--- src/rtl/factorial_seq_ctrl_if.sv ---
// Handshake and register-file bus between the factorial sequencer and its
// environment (start/result side plus the 4x32 regfile ports).
interface factorial_seq_ctrl_if #(
   parameter int N_W = 5
);
   logic           start;
   logic [N_W-1:0] n_in;
   logic           busy;
   logic           done;
   logic [31:0]    result;
   logic           overflow;

   logic           rf_we;
   logic [1:0]     rf_ra1;
   logic [1:0]     rf_ra2;
   logic [1:0]     rf_wa;
   logic [31:0]    rf_wd;
   logic [31:0]    rf_rd1;
   logic [31:0]    rf_rd2;

   modport slave (
      input  start, n_in, rf_rd1, rf_rd2,
      output busy, done, result, overflow,
      output rf_we, rf_ra1, rf_ra2, rf_wa, rf_wd
   );

   modport master (
      output start, n_in, rf_rd1, rf_rd2,
      input  busy, done, result, overflow,
      input  rf_we, rf_ra1, rf_ra2, rf_wa, rf_wd
   );
endinterface

--- src/rtl/factorial_seq_ctrl.sv ---
// Computes n! mod 2^32 using an external 4x32 regfile as working storage
// (R0 = down-counter, R1 = accumulator) and an internal shift-add multiplier.
module factorial_seq_ctrl #(
   parameter int N_W     = 5,
   parameter int MUL_CYC = 32
) (
   input  logic                 clk,
   input  logic                 rst_n,
   factorial_seq_ctrl_if.slave  bus
);

   localparam logic [2:0] S_IDLE     = 3'd0;
   localparam logic [2:0] S_INIT_N   = 3'd1;
   localparam logic [2:0] S_INIT_ACC = 3'd2;
   localparam logic [2:0] S_CHECK    = 3'd3;
   localparam logic [2:0] S_MUL      = 3'd4;
   localparam logic [2:0] S_WB       = 3'd5;
   localparam logic [2:0] S_DEC      = 3'd6;
   localparam logic [2:0] S_DONE     = 3'd7;

   localparam int              CNT_W    = $clog2(MUL_CYC);
   localparam logic [CNT_W-1:0] CNT_LAST = CNT_W'(MUL_CYC - 1);

   logic [2:0]       state;
   logic [N_W-1:0]   n_reg;
   logic [31:0]      result_q;
   logic             overflow_q;
   logic [63:0]      mcand;
   logic [31:0]      mplier;
   logic [63:0]      product;
   logic [CNT_W-1:0] mul_cnt;

   always_ff @(posedge clk or negedge rst_n) begin
      if (!rst_n) begin
         state      <= S_IDLE;
         n_reg      <= '0;
         result_q   <= '0;
         overflow_q <= 1'b0;
         mcand      <= '0;
         mplier     <= '0;
         product    <= '0;
         mul_cnt    <= '0;
      end else begin
         case (state)
            S_IDLE: begin
               if (bus.start) begin
                  n_reg      <= bus.n_in;
                  overflow_q <= 1'b0;
                  state      <= S_INIT_N;
               end
            end
            S_INIT_N:   state <= S_INIT_ACC;
            S_INIT_ACC: state <= S_CHECK;
            // R0 is the remaining multiplier; the run ends once it reaches 0 or 1
            S_CHECK: begin
               if (bus.rf_rd1 <= 32'd1) begin
                  result_q <= bus.rf_rd2;
                  state    <= S_DONE;
               end else begin
                  mcand   <= {32'd0, bus.rf_rd2};
                  mplier  <= bus.rf_rd1;
                  product <= '0;
                  mul_cnt <= '0;
                  state   <= S_MUL;
               end
            end
            S_MUL: begin
               if (mplier[0]) begin
                  product <= product + mcand;
               end
               mcand  <= mcand << 1;
               mplier <= mplier >> 1;
               if (mul_cnt == CNT_LAST) begin
                  mul_cnt <= '0;
                  state   <= S_WB;
               end else begin
                  mul_cnt <= mul_cnt + 1'b1;
               end
            end
            S_WB: begin
               overflow_q <= overflow_q | (|product[63:32]);
               state      <= S_DEC;
            end
            S_DEC:   state <= S_CHECK;
            S_DONE:  state <= S_IDLE;
            default: state <= S_IDLE;
         endcase
      end
   end

   // Regfile writes are decoded straight from the state so reset clears them at once
   always_comb begin
      bus.rf_we = 1'b0;
      bus.rf_wa = 2'd0;
      bus.rf_wd = 32'd0;
      case (state)
         S_INIT_N: begin
            bus.rf_we = 1'b1;
            bus.rf_wa = 2'd0;
            bus.rf_wd = 32'(n_reg);
         end
         S_INIT_ACC: begin
            bus.rf_we = 1'b1;
            bus.rf_wa = 2'd1;
            bus.rf_wd = 32'd1;
         end
         S_WB: begin
            bus.rf_we = 1'b1;
            bus.rf_wa = 2'd1;
            bus.rf_wd = product[31:0];
         end
         S_DEC: begin
            bus.rf_we = 1'b1;
            bus.rf_wa = 2'd0;
            bus.rf_wd = bus.rf_rd1 - 32'd1;
         end
         default: begin
         end
      endcase
   end

   assign bus.rf_ra1   = 2'd0;
   assign bus.rf_ra2   = 2'd1;
   assign bus.busy     = (state != S_IDLE);
   assign bus.done     = (state == S_DONE);
   assign bus.result   = result_q;
   assign bus.overflow = overflow_q;

endmodule

--- src/flat_wrapper.sv ---
// flat-port wrapper written by rule: the top's interface ports become plain ports
module factorial_seq_ctrl_flat 
#(
   parameter int N_W     = 5,
   parameter int MUL_CYC = 32
)
  (clk, rst_n, bus_start, bus_n_in, bus_rf_rd1, bus_rf_rd2, bus_busy, bus_done, bus_result, bus_overflow, bus_rf_we, bus_rf_ra1, bus_rf_ra2, bus_rf_wa, bus_rf_wd);
  factorial_seq_ctrl_if #(.N_W(N_W)) bus_i ();
  input  logic clk;
  input  logic rst_n;
  input wire logic [$bits(bus_i.start)-1:0] bus_start;
  input wire logic [$bits(bus_i.n_in)-1:0] bus_n_in;
  input wire logic [$bits(bus_i.rf_rd1)-1:0] bus_rf_rd1;
  input wire logic [$bits(bus_i.rf_rd2)-1:0] bus_rf_rd2;
  output wire logic [$bits(bus_i.busy)-1:0] bus_busy;
  output wire logic [$bits(bus_i.done)-1:0] bus_done;
  output wire logic [$bits(bus_i.result)-1:0] bus_result;
  output wire logic [$bits(bus_i.overflow)-1:0] bus_overflow;
  output wire logic [$bits(bus_i.rf_we)-1:0] bus_rf_we;
  output wire logic [$bits(bus_i.rf_ra1)-1:0] bus_rf_ra1;
  output wire logic [$bits(bus_i.rf_ra2)-1:0] bus_rf_ra2;
  output wire logic [$bits(bus_i.rf_wa)-1:0] bus_rf_wa;
  output wire logic [$bits(bus_i.rf_wd)-1:0] bus_rf_wd;
  assign bus_i.start = bus_start;
  assign bus_i.n_in = bus_n_in;
  assign bus_i.rf_rd1 = bus_rf_rd1;
  assign bus_i.rf_rd2 = bus_rf_rd2;
  assign bus_busy = bus_i.busy;
  assign bus_done = bus_i.done;
  assign bus_result = bus_i.result;
  assign bus_overflow = bus_i.overflow;
  assign bus_rf_we = bus_i.rf_we;
  assign bus_rf_ra1 = bus_i.rf_ra1;
  assign bus_rf_ra2 = bus_i.rf_ra2;
  assign bus_rf_wa = bus_i.rf_wa;
  assign bus_rf_wd = bus_i.rf_wd;
  factorial_seq_ctrl #(.N_W(N_W), .MUL_CYC(MUL_CYC)) u_core (.clk(clk), .rst_n(rst_n), .bus(bus_i));
endmodule
--- config.mk ---
export PLATFORM = sky130hd
export DESIGN_NAME = factorial_seq_ctrl_flat
export DESIGN_NICKNAME = d
export VERILOG_FILES = /design/src/rtl/factorial_seq_ctrl_if.sv /design/src/rtl/factorial_seq_ctrl.sv /design/src/flat_wrapper.sv
export SDC_FILE = /design/constraint.sdc
export NUM_CORES = 1
export LEC_CHECK = 0
export ABC_AREA = 1
export CAP_MARGIN = 10
export CORE_MARGIN = 10
export CORE_UTILIZATION = 40
export CTS_BUF_LIST = sky130_fd_sc_hd__clkbuf_2 sky130_fd_sc_hd__clkbuf_4 sky130_fd_sc_hd__clkbuf_8
export DETAILED_ROUTE_END_ITERATION = 8
export SYNTH_ARGS = -nofsm -noshare
export SYNTH_HDL_FRONTEND = slang
export SYNTH_SLANG_ARGS = --single-unit
--- constraint.sdc ---
create_clock -name clk -period 3.3 [get_ports clk]
set_input_delay 0.66 -clock clk [delete_from_list [all_inputs] [get_ports clk]]
set_output_delay 0.66 -clock clk [all_outputs]
set_load 0.005 [all_outputs]
# ---- Word-level counts from Yosys, hierarchy flattened
# Index checks and enable logic that the tools add are counted.
dict set report word_totals {
  ff_bits 206
  word_cells 58
  output_inout_bits 74
  input_bits 72
}
dict set report classes {
  n_addsub 3
  n_reduce_logical 14
  n_lt_le_gt_ge 1
  muxes 19
  n_eq_ne 12
  n_bitwise 1
}
# op n
set ops {}
lappend ops {{case mux 64 bit (2 select lines)} 2}
lappend ops {{two-way mux 64 bit} 3}
lappend ops {{case mux 32 bit (4 select lines)} 1}
lappend ops {{adder 64 bit} 1}
lappend ops {{case mux 32 bit (2 select lines)} 1}
lappend ops {{<= comparator 32 x 1 -> 1 bit, second input constant} 1}
lappend ops {{two-way mux 32 bit} 1}
lappend ops {{OR reduction 32 bit} 1}
lappend ops {{subtractor 32 x 1 -> 32 bit, second input constant} 1}
lappend ops {{case mux 3 bit (7 select lines)} 1}
lappend ops {{equality test 3 bit, second input constant} 4}
lappend ops {{two-way mux 5 bit} 2}
lappend ops {{case mux 5 bit (2 select lines)} 1}
lappend ops {{AND reduction 2 bit} 5}
lappend ops {{equality test 3 x 2 -> 1 bit, second input constant} 2}
lappend ops {{two-way mux 3 bit} 2}
lappend ops {{adder 5 x 1 -> 5 bit, second input constant} 1}
lappend ops {{equality test 5 bit, second input constant} 1}
lappend ops {{inequality test 2 x 1 -> 1 bit, second input constant} 2}
lappend ops {{inequality test 2 bit, second input constant} 2}
lappend ops {{nonzero test 2 bit} 2}
lappend ops {{OR reduction 2 bit} 2}
lappend ops {{OR reduction 4 bit} 1}
lappend ops {{equality test 3 x 1 -> 1 bit, second input constant} 1}
lappend ops {{other kinds (7)} 9}

# ---- Logic depth before layout (Yosys ltp)
# Gate-level depths: netlist (run 1).
dict set report logic_depth {
  depth_word 3
  depth_mapped 16
  depth_no_buf 16
}

# ---- Worst setup path before layout (run 1)
# OpenSTA, ideal clock, no wires.
dict set report synth_path {
  path_kind {in2out}
  startpoint {input bus_rf_rd1[1]}
  endpoint {output bus_rf_wd[28]}
  path_slack_ns 0.717
  n_path_buf 0
  cell_stages 10
  arrival_time_ns 1.923
  cell_sequence {inv_1 -> ha_1 -> inv_1 -> nor2_1 -> nand2_2 -> nor2_4 -> nand2_1 -> nor3_1 -> nor2_1 -> o21ai_0}
}
dict set report synth_between {
  elab_chain_cells 2
}
# element line_no
set synth_rtl {}
lappend synth_rtl {{from (decl)} flat_wrapper.sv:13} ;# input wire logic [$bits(bus_i.rf_rd1)-1:0] bus_rf_rd1;
lappend synth_rtl {{subtractor 32 x 1 -> 32 bit} factorial_seq_ctrl.sv:115} ;# bus.rf_wd = bus.rf_rd1 - 32'd1;
lappend synth_rtl {{case mux 32 bit (4 select lines)} factorial_seq_ctrl.sv:96} ;# case (state)
lappend synth_rtl {{to (decl)} flat_wrapper.sv:23} ;# output wire logic [$bits(bus_i.rf_wd)-1:0] bus_rf_wd;
# No other way between the ends.

# ---- Final worst setup path (run 1)
dict set report layout_path {
  startpoint {register u_core.state[0]}
  endpoint {output bus_rf_wd[5]}
}
dict set report layout_between {
  elab_chain_cells 2
}
# element line_no
set layout_rtl {}
lappend layout_rtl {{from (decl)} factorial_seq_ctrl.sv:24} ;# logic [2:0] state;
lappend layout_rtl {{from (signal assigned)} factorial_seq_ctrl.sv:35} ;# state <= S_IDLE;
lappend layout_rtl {{from (signal assigned)} factorial_seq_ctrl.sv:49} ;# state <= S_INIT_N;
lappend layout_rtl {{from (signal assigned)} factorial_seq_ctrl.sv:52} ;# S_INIT_N: state <= S_INIT_ACC;
lappend layout_rtl {{equality test 3 bit, or another cell as far along} factorial_seq_ctrl.sv:96}
lappend layout_rtl {{case mux 32 bit (4 select lines) (*)} factorial_seq_ctrl.sv:96}
# Every way passes the cells marked *; elsewhere a longest branch is shown, timed or not.

==> impl_results.md, run 1 <==
* Int Pwr at between 0.005 and 0.006 W
* Initial core utilization at 0.407
* CP Launch Type: flip-flop
* Syn_area_per_cell at 6.24 um2
* Setup TNS at 0 ns
* Row cnt at 72
* Library cells used by synthesis at 44
* Max FO, Critical Path at 15
* Core footprint at 38800 um2
* Total GRT Usage at 0.236
* Count leader, synth: nand2_1
* Slowest stage delay, CP at 0.55 ns
* Ys flop type: dfrtp_1
* Status: completed
* Placed insts at about 3200
* Main area contributors after synthesis: dfrtp_1 33%, nand2_1 24%, inv_1 9.6%, nand3_1 8.4%, ha_1 5.3%
* FFs w/ async S/R, synth at 1.00
* RSZ-0062 raised after global routing: yes
* Switching share of total power at 0.412
* DRT antenna net count at 0
* Post-Syn Instances at 2533
* Vias/cell at 4.95
* Number of synthesized flops with an enable pin at 0
* Number of CTS-inserted buffers at 38
* Seq/Total Area, Yosys at 0.326
* Slew Limit Fails at 0
* VDD IR max at 0.352 mV
* Clk sinks at 206
* Worst Skew at 0.0450 ns
* Worst slack at placement at -0.462 ns
* Total wire length at 57100 um
* Drt drc at 0
* DP HPWL at 45100 um
* Fillers at 4068
* CTS Root Cell: clkbuf_8
* Worst-Margin Slew at 0.633 ns
* Yosys Warn Count at 0
* Slew headroom at 0.574
* Crit path arrival time at 2.50 ns
* Buf+Inv Stages, Crit Path at 4
* Pwr dens at around 500 nW/um2
* Area delta synth->final at 20.1%
* Die W at ~220 um
* Setup CP Type: flip-flop to output pin
* WP data required at 2.64 ns
* Grt total ovfl at 0
* TritonRoute pass-1 iters at 5
* Clock transition at path regs at 0.06 ns
* Crit end category: output pin
* Clk_lat worst skew at ~0.6 ns
* Top flop regs: u_core.mcand x64, u_core.product x64
* RePlAce Congestion at 0.977
* Vias in the first global route at 15500
* Critical path's slowest cell: clkdlybuf4s50_1
* Largest net degree at the start of global routing at ~150
* Clock share of power at 0.278
* Io pins at approximately 150
* Buffers on Ports at 140
* Non-filler cells, final at ~3300
* Fmax at 0.317 GHz
* Share of the synthesized area in the top cell type at 0.326
* CTS tree: yes
* Setup slack after layout at between 0.1 and 0.15 ns
* Drt initial violations at 1258
* Die ar. at 47900 um2
* First-pass GRT wire length at 88400 um
* Fin crit share at 0.957
* Comb power frac at 0.391
* CTS max path bufs at 3
* Lkg Pwr at 10.8 nW
* Post-synthesis register bit count at 206
* Final setup viols at 0
* Area leader, netlist: dfrtp_1
* Layout cell share with drive strength beyond 1 at 0.0700
* DR vias at about 16000
* Nets at 2859
* Initial antenna violation count at 0
* Seq pwr share at 0.331
* Worst Hold Class: input pin to asynchronous set/reset pin
* Net load switching power at 0.00391 W
* Hold slack at 0.00820 ns
* WL per Instance at about 17 um
* Tmin final at 3.16 ns
* Post-synthesis instance area at 15800 um2
* Final Hold Fails at 0
* Max cap viols at 0
* Die height at 219 um
* CP delay by family, top: buffers and inverters
* CP Cell Sequence: nor2_1 > inv_1 > nor2_2 > buf_6 > buf_4 > a32o_1 > clkdlybuf4s50_1
* Post-synth top cells: 1008 x nand2_1, 404 x inv_1, 264 x nand3_1, 206 x dfrtp_1, 151 x nor2_1
* Design Power at 0.00948 W
* H-Tree Level Count at 2
* Cts hold-fix bufs at 0
-- worst paths after layout --
path	cells past startpoint	from	slack (ns)	endpoint
setup / recovery	7	u_core.state[0]	0.14	bus_rf_wd[5]
hold / removal	1	rst_n	0.008	u_core.bus.result[26]
setup reg to reg	11	u_core.product[21]	0.65	u_core.product[49]
hold reg to reg	2	u_core.mcand[42]	0.48	u_core.mcand[43]
max in group asynchronous	2	rst_n	2.38	u_core.mplier[8]
min in group clk	2	u_core.mcand[42]	0.48	u_core.mcand[43]
-- area by class of cell --
cell class | instances | area [um2] | area share
Timing Repair Buffer | 225 | 2160 | 0.114
Tap cell | 518 | 648 | 0.0341
Multi-Input combinational cell | 1842 | 8710 | 0.459
Sequential cell | 206 | 5150 | 0.271
Clock buffer | 60 | 738 | 0.0389
Clock inverter | 4 | 52.6 | 0.00277
Inverter | 406 | 1530 | 0.0804
Antenna cell | 1 | 2.50 | 0.000132
-- worst register-to-register path, stage by stage (launching register included) --
cell	delay (ns)
dfrtp_1	0.49
ha_1	0.42
nand2_1	0.15
nor2_1	0.16
inv_1	0.08
nor3_1	0.42
and2_1	0.29
nand3_1	0.16
nand2_1	0.12
nand2_1	0.05
nand3_1	0.13
nand2_1	0.08
-- placed cells by master (no fill, tap or decap), types with 12 or more instances in the layout --
| cell | instances |
|---|---|
| nand2_1 | 1004 |
| nand3_1 | 262 |
| ha_1 | 67 |
| nor3_1 | 23 |
| nor4_1 | 12 |
| xnor2_1 | 28 |
| o21ai_1 | 29 |
| inv_1 | 400 |
| clkbuf_4 | 14 |
| clkbuf_8 | 46 |
| clkdlybuf4s50_1 | 103 |
| nor2_1 | 142 |
| nand4_1 | 17 |
| buf_4 | 74 |
| a21oi_1 | 51 |
| o21ai_0 | 128 |
| dlygate4sd2_1 | 26 |
| dfrtp_1 | 206 |
-- cells by family after synthesis --
| family | after synthesis | synth area share |
|---|---|---|
| compound gates | 225 | 0.0746 |
| xor+xnor | 37 | 0.0205 |
| fa+ha+maj | 68 | 0.0543 |
| buf+inv | 488 | 0.130 |
| flops | 206 | 0.326 |
| mux | 5 | 0.00356 |
| other cells | 2 | 0.000475 |
| simple gates | 1502 | 0.391 |
-- power by group through the flow --
stage | Clock, W | Combinational [W] | Sequential, W
2_1_floorplan | 0 | 0.00253 | 0.00304
3_3_place_gp | 0 | 0.00366 | 0.00316
3_5_place_dp | 0 | 0.00368 | 0.00318
4_1_cts | 0.00273 | 0.00371 | 0.00313
5_1_grt | 0.00284 | 0.00421 | 0.00318
6_report | 0.00264 | 0.00370 | 0.00314
-- metrics by stage --
step / instance area [um2] / utilization
2_1_floorplan: 15800 / -
3_3_place_gp: 18100 / 0.466
3_5_place_dp: 18100 / 0.466
4_1_cts: 18900 / 0.487
5_1_grt: 19000 / 0.489
6_report: 19000 / 0.489
-- repair_timing --
item | CTS | global route
pin swaps | 5 | 3
buffers inserted | 3 | 3
setup endpoints to repair | 27 | 18
gates resized for setup | 44 | 22
-- metal layers --
layer / part of all wire / wire (um) / track usage / vias to the layer above
li1: - / - / - / 8251
met4: 0.028 / 1590 / 0.0683 / 0
met1: 0.44 / 25100 / 0.298 / 7429
met2: 0.48 / 27200 / 0.403 / 393
met3: 0.056 / 3210 / 0.0428 / 80
met5: 0 / 0 / 0 / -
(Power assumes the default switching activity.)
==> inputs of run 2 (changes only) <==
--- a/config.mk
+++ b/config.mk
@@ -7,6 +7,7 @@
 export LEC_CHECK = 0
 export ABC_AREA = 1
 export CAP_MARGIN = 10
+export CORE_ASPECT_RATIO = 0.7
 export CORE_MARGIN = 10
 export CORE_UTILIZATION = 40
 export CTS_BUF_LIST = sky130_fd_sc_hd__clkbuf_2 sky130_fd_sc_hd__clkbuf_4 sky130_fd_sc_hd__clkbuf_8
@@ -14,3 +15,4 @@
 export SYNTH_ARGS = -nofsm -noshare
 export SYNTH_HDL_FRONTEND = slang
 export SYNTH_SLANG_ARGS = --single-unit
+export TNS_END_PERCENT = 20
==> run 2 against run 1 <==
Net effect:
- fmax down 4.2%
- sequential cell count is the same
- final cell count up 0.95%
- worst setup slack lost 0.14 ns
- non-clock buffer count rose by 21
- clock power hardly changed
- via count increased by 3.0%
- utilization increased by 0.58 points
==> impl_results.md, run 2 (same netlist as run 1, synthesis figures left out) <==
* TritonRoute pass-1 iters at 6 (+1)
* Lkg Pwr at 10.9 nW (+1.0%)
* First-pass GRT wire length at 94200 um (+6.6%)
* Slew headroom at 0.314 (-0.261)
* Nets at 2879 (+0.70%)
* WP data required at 2.64 ns (about the same)
* Final setup viols at 0 (unchanged)
* Comb power frac at 0.403 (+0.012)
* Core footprint at 38700 um2 (-0.23%)
* Worst Hold Class: input pin to asynchronous set/reset pin
* Cts hold-fix bufs at 0 (unchanged)
* Tmin final at 3.30 ns (+0.139 ns)
* Max cap viols at 0 (unchanged)
* Cell mode on critical path: buf_4
* Final Hold Fails at 0 (unchanged)
* Seq pwr share at 0.325 (-0.006)
* Worst-Margin Slew at 1.02 ns (+0.387 ns)
* Die W at 258 um (+18%)
* Leading cell type in the layout, fill and taps excluded: nand2_1
* DP HPWL at 49900 um (+11%)
* WL per Instance at 18.7 um (+7.2%)
* Setup TNS at 0 ns (unchanged)
* Setup CP Type: input pin to output pin
* Total wire length at 61700 um (+8.2%)
* CTS tree: yes
* Crit path arrival time at 2.64 ns (+0.14 ns)
* DR vias at 16600 (+3.0%)
* CP delay by family, top: buffers and inverters
* Net load switching power at 0.00413 W (+5.7%)
* Worst Skew at 0.0224 ns (-0.0226 ns)
* Layout cell share with drive strength beyond 1 at 0.0803 (+0.0103)
* Clk_lat worst skew at 0.58 ns (-0.03 ns)
* R2R depth at 14 (+3)
* Ant. Diodes at 0 (-1)
* H-Tree Level Count at 2 (unchanged)
* CTS Root Cell: clkbuf_8
* Clk sinks at 206 (unchanged)
* Critical Path Stages at 13 (+6)
* Buffers on Ports at 140 (unchanged)
* Row cnt at 60 (-17%)
* Critical path's slowest cell: clkdlybuf4s50_1
* DRT antenna net count at 0 (unchanged)
* Drt drc at 0 (unchanged)
* Buf+Inv Stages, Crit Path at 5 (+1)
* Vias/cell at 5.05 (+2.0%)
* CTS max path bufs at 3 (unchanged)
* Initial core utilization at 0.408 (+0.000947)
* Number of CTS-inserted buffers at 37 (-2.6%)
* Crit end category: output pin
* Largest net degree at the start of global routing at 121 (-18%)
* Int Pwr at 0.00551 W (-1.0%)
* Die height at 186 um (-15%)
* Fin crit share at 0.999 (+0.0420)
* Area delta synth->final at 21.2%
* Clock transition at path regs at 0.05 ns (about the same)
* RSZ-0062 raised after global routing: yes
* Clock share of power at 0.272 (-0.006)
* CP Launch Type: input pin
* Max FO, Critical Path at 3 (-12)
* Hold slack at 0.00191 ns (-0.00629 ns)
* Io pins at 146 (unchanged)
* Switching share of total power at 0.428 (+0.0160)
* Initial antenna violation count at 5 (+5)
* Top flop regs: u_core.mcand x64, u_core.product x64
* Commonest cells after routing, fill and taps aside: 1002 x nand2_1, 402 x inv_1, 262 x nand3_1
* Grt total ovfl at 0 (unchanged)
* Pwr dens at 503 nW/um2 (+0.80%)
* Total GRT Usage at 0.252 (+0.0160)
* Vias in the first global route at 15500 (+0.045%)
* Die ar. at 48000 um2 (+0.26%)
* Drt initial violations at 1449 (+15%)
* CP Cell Sequence: clkdlybuf4s50_1 > buf_4 > nor2_2 > nand2_2 > nor3_4 > nand2_2 > buf_4 > nor3_4 > nand2_1 > nand2_1 > o21ai_1 > buf_4 > dlygate4sd2_1
* Slowest stage delay, CP at 0.43 ns (-0.12 ns)
* Status: completed
* RePlAce Congestion at 0.960 (-1.7%)
* VDD IR max at 0.432 mV (+23%)
* Slew Limit Fails at 0 (unchanged)
* Fmax at 0.303 GHz (-4.2%)
run 2: layout make-up:
type,instances,area (um2)
Clock inverter,12,73.8
Timing Repair Buffer,246,2300
Sequential cell,206,5150
Inverter,406,1530
Fill cell,4108,19600
Tap cell,527,659
Clock buffer,54,724
Multi-Input combinational cell,1842,8740
run 2: path summary, 6_finish.rpt:
path	slack [ns]	end	from
max reg2reg	0.55	u_core.product[60]	u_core.product[0]
min	0.002	u_core.n_reg[4]	rst_n
max	0.004	bus_rf_wd[28]	bus_rf_rd1[12]
min in group clk	0.48	u_core.bus.result[9]	u_core.bus.result[9]
min reg2reg	0.48	u_core.bus.result[9]	u_core.bus.result[9]
max in group asynchronous	2.46	u_core.product[36]	rst_n
run 2: stage by stage:
step                setup WS [ns]  area [um2]  cells  total power (W)  utilization
floorplan                   0.717       15800   2536          0.00557            -
global placement           -0.471       18200   3221          0.00696        0.471
detailed placement         -0.487       18200   3221          0.00697        0.471
CTS                        -0.234       19100   3290          0.00964        0.493
global route               -0.113       19200   3293           0.0103        0.495
finish                    0.00372       19200   3293          0.00965        0.495
run 2: worst reg2reg max path, delay by kind of cell (launching register included):
kind | cells | cell delay, ns
adders and majority gates | 2 | 0.62
buffers and inverters | 1 | 0.06
DFF | 1 | 0.38
and+or+nand+nor | 11 | 1.56
run 2: power by group through the flow:
stage               Sequential, W  Combinational [W]  Clock, W
floorplan                 0.00304            0.00253         0
global placement          0.00315            0.00380         0
CTS                       0.00312            0.00383   0.00269
finish                    0.00313            0.00389   0.00262
global route              0.00316            0.00436   0.00280
detailed placement        0.00317            0.00380         0
run 2: routing by layer:
| metal | vias to the layer above | wire (um) | part of all wire | track usage |
|---|---|---|---|---|
| met5 | - | 0 | 0 | 0 |
| met4 | 0 | 779 | 0.013 | 0.0415 |
| met3 | 55 | 5780 | 0.094 | 0.0648 |
| met2 | 530 | 23300 | 0.38 | 0.334 |
| met1 | 7757 | 31900 | 0.52 | 0.396 |
| li1 | 8289 | - | - | - |
run 2: timing repair:
item | CTS | global route
setup buffers | 3 | 3
hold endpoints to repair | 0 | 0
gates resized for setup | 44 | 31
cloned | 0 | 0
pin swaps | 6 | 10
endpoints found under the setup margin | 26 | 19
==> inputs of run 3 (changes only) <==
--- a/config.mk
+++ b/config.mk
@@ -12,6 +12,7 @@
 export CORE_UTILIZATION = 40
 export CTS_BUF_LIST = sky130_fd_sc_hd__clkbuf_2 sky130_fd_sc_hd__clkbuf_4 sky130_fd_sc_hd__clkbuf_8
 export DETAILED_ROUTE_END_ITERATION = 8
+export RECOVER_POWER = 50
 export SYNTH_ARGS = -nofsm -noshare
 export SYNTH_HDL_FRONTEND = slang
 export SYNTH_SLANG_ARGS = --single-unit
==> run 3 against run 2 <==
Net effect:
- the flow now finishes with violations (capacitance limit, slew limit)
- final cell count unchanged
- die area unchanged
- worst setup slack worse by 0.0022 ns
==> impl_results.md, run 3 (same netlist as run 1, synthesis figures left out) <==
* Crit end category: output pin
* Final setup viols at 0 (unchanged)
* Int Pwr at 0.00551 W (about the same)
* Fmax at 0.303 GHz (about the same)
* Drt drc at 0 (unchanged)
* Die ar. at 48000 um2 (unchanged)
* Slew Limit Fails at 50 (+50)
* Reg2reg setup slack at 0.55 ns (about the same)
* Status: finished with violations
* Total GRT Usage at 0.252 (unchanged)
* Worst-Margin Slew at 2.71 ns (+1.69 ns)
* Largest net degree at the start of global routing at 121 (unchanged)
* Slowest stage delay, CP at 0.43 ns (about the same)
* Number of CTS-inserted buffers at 37 (unchanged)
* Max cap viols at 1 (+1)
* CTS max path bufs at 3 (unchanged)
* DR vias at 16700 (+0.14%)
* Fin crit share at 1.00 (about the same)
* Slew headroom at -0.806 (-1.12)
* Clk_lat worst skew at 0.58 ns (about the same)
* Cell mode on critical path: buf_4
* Die W at 258 um (unchanged)
* Vias in the first global route at 15500 (unchanged)
* Net load switching power at 0.00413 W (about the same)
* WL per Instance at 18.8 um (about the same)
* Initial core utilization at 0.408 (unchanged)
* Final Hold Fails at 0 (unchanged)
* Multi-input gate area at 8740 um2 (unchanged)
* Buffers on Ports at 140 (unchanged)
* RSZ-0062 raised after global routing: yes
* CTS tree: yes
* Setup slack after layout at 0.00154 ns (-0.00218 ns)
* Nets at 2879 (unchanged)
* Worst Skew at 0.0230 ns (+0.000609 ns)
* Critical path's slowest cell: clkdlybuf4s50_1
* Tmin final at 3.30 ns (+0.00218 ns)
* Lkg Pwr at 10.9 nW (+0.64%)
* Clock share of power at 0.272 (about the same)
* RePlAce Congestion at 0.960 (unchanged)
* Fillers at 4114 (+0.15%)
* Ant. Diodes at 0 (unchanged)
* Clk sinks at 206 (unchanged)
* Register area at 5150 um2 (unchanged)
* Core footprint at 38700 um2 (unchanged)
* Total wire length at 61700 um (about the same)
* Pwr dens at 504 nW/um2 (about the same)
* Worst Hold Class: flip-flop to flip-flop
* Setup TNS at 0 ns (unchanged)
* Failing checks: capacitance limit, slew limit
* CP Cell Sequence: clkdlybuf4s50_1 > buf_4 > nor2_2 > nand2_2 > nor3_4 > nand2_2 > buf_4 > nor3_4 > nand2_1 > nand2_1 > o21ai_1 > buf_4 > dlygate4sd2_1
* Switching share of total power at 0.428 (about the same)
* H-Tree Level Count at 2 (unchanged)
* Final core utilization at 0.494 (-0.000679)
* Layout cell share with drive strength beyond 1 at 0.0799 (-0.000362)
* Row cnt at 60 (unchanged)
* Worst slack at placement at -0.487 ns (unchanged)
* Vias/cell at 5.06 (+0.14%)
* Setup CP Type: input pin to output pin
* CP Launch Type: input pin
* Leading cell type in the layout, fill and taps excluded: nand2_1
* CP delay by family, top: buffers and inverters
* Top flop regs: u_core.mcand x64, u_core.product x64
* VDD IR max at 0.433 mV (+0.15%)
* Design Power at 0.00964 W (about the same)
* Initial antenna violation count at 5 (unchanged)
* WP data required at 2.64 ns (about the same)
* Area delta synth->final at 21.1%
* DP HPWL at 49900 um (unchanged)
* CTS Root Cell: clkbuf_8
* Max FO, Critical Path at 3 (unchanged)
* Cell area after layout at 19100 um2 (-0.14%)
* Grt total ovfl at 0 (unchanged)
* Crit path arrival time at 2.64 ns (about the same)
* Commonest cells after routing, fill and taps aside: 1002 x nand2_1, 402 x inv_1, 262 x nand3_1
* Placed Area at 18200 um2 (unchanged)
* TritonRoute pass-1 iters at 7 (+1)
* Io pins at 146 (unchanged)
* Seq pwr share at 0.325 (about the same)
* Buf+Inv Stages, Crit Path at 5 (unchanged)
* Clock transition at path regs at 0.06 ns (about the same)
* First-pass GRT wire length at 94200 um (unchanged)
* DRT antenna net count at 0 (unchanged)
* Drt initial violations at 1430 (-1.3%)
* Die height at 186 um (unchanged)
* Cts hold-fix bufs at 0 (unchanged)
* Comb power frac at 0.403 (about the same)
run 3: cell count changes in the layout (fill, tap and decap cells not counted), sizes merged:
cell	change
buf	-3
clkbuf	+2
clkdlybuf4s25	+1
clkdlybuf4s50	-24
dlygate4sd3	+24
run 3: what timing repair did:
item	in CTS	in global routing
pin swaps	6	10
endpoints found under the setup margin	26	19
resized for setup	44	31
buffers inserted	3	3
endpoints found under the hold margin	0	0
run 3: area by class of cell:
cell class / count / share of cell area
clock buffers: 54 / 0.0378
inverters: 406 / 0.0797
flip-flops and latches: 206 / 0.269
repair buffers: 246 / 0.119
clock inverters: 12 / 0.00386
well taps: 527 / 0.0344
multi-input cells: 1842 / 0.456
run 3: final timing paths:
kind | start | endpoint | cells past startpoint
min in group asynchronous | rst_n | u_core.n_reg[4] | 1
max | bus_rf_rd1[12] | bus_rf_wd[28] | 13
max reg2reg | u_core.product[0] | u_core.product[60] | 14
min | u_core.bus.result[9] | u_core.bus.result[9] | 2
min reg2reg | u_core.bus.result[9] | u_core.bus.result[9] | 2
max in group asynchronous | rst_n | u_core.product[36] | 2
run 3: power groups by stage:
stage	Combinational (W)	Clock, W	Sequential [W]
2_1_floorplan	0.00253	0	0.00304
3_3_place_gp	0.00380	0	0.00315
3_5_place_dp	0.00380	0	0.00317
4_1_cts	0.00383	0.00269	0.00312
5_1_grt	0.00436	0.00280	0.00316
6_report	0.00388	0.00262	0.00313
run 3: per-stage QoR:
stage,instances,hold slack (ns)
after global placement,3221,0.467
after detailed placement,3221,0.473
final,3293,0.478
after floorplan,2536,0.364
after CTS,3290,0.00143
after global routing,3293,0.502
run 3: worst min-delay path, cell delays in order (launching register included):
cell and delay (ns):
dfrtp_1 0.34, nand2_1 0.05, o21ai_0 0.06
run 3: metal layers:
metal | share of wire | GRT usage | up-vias | wire length, um
li1 | - | - | 8300 | -
met1 | 0.52 | 0.396 | 7792 | 32000
met2 | 0.38 | 0.334 | 502 | 23300
met3 | 0.091 | 0.0648 | 60 | 5590
met4 | 0.013 | 0.0415 | 0 | 821
met5 | 0 | 0 | - | 0
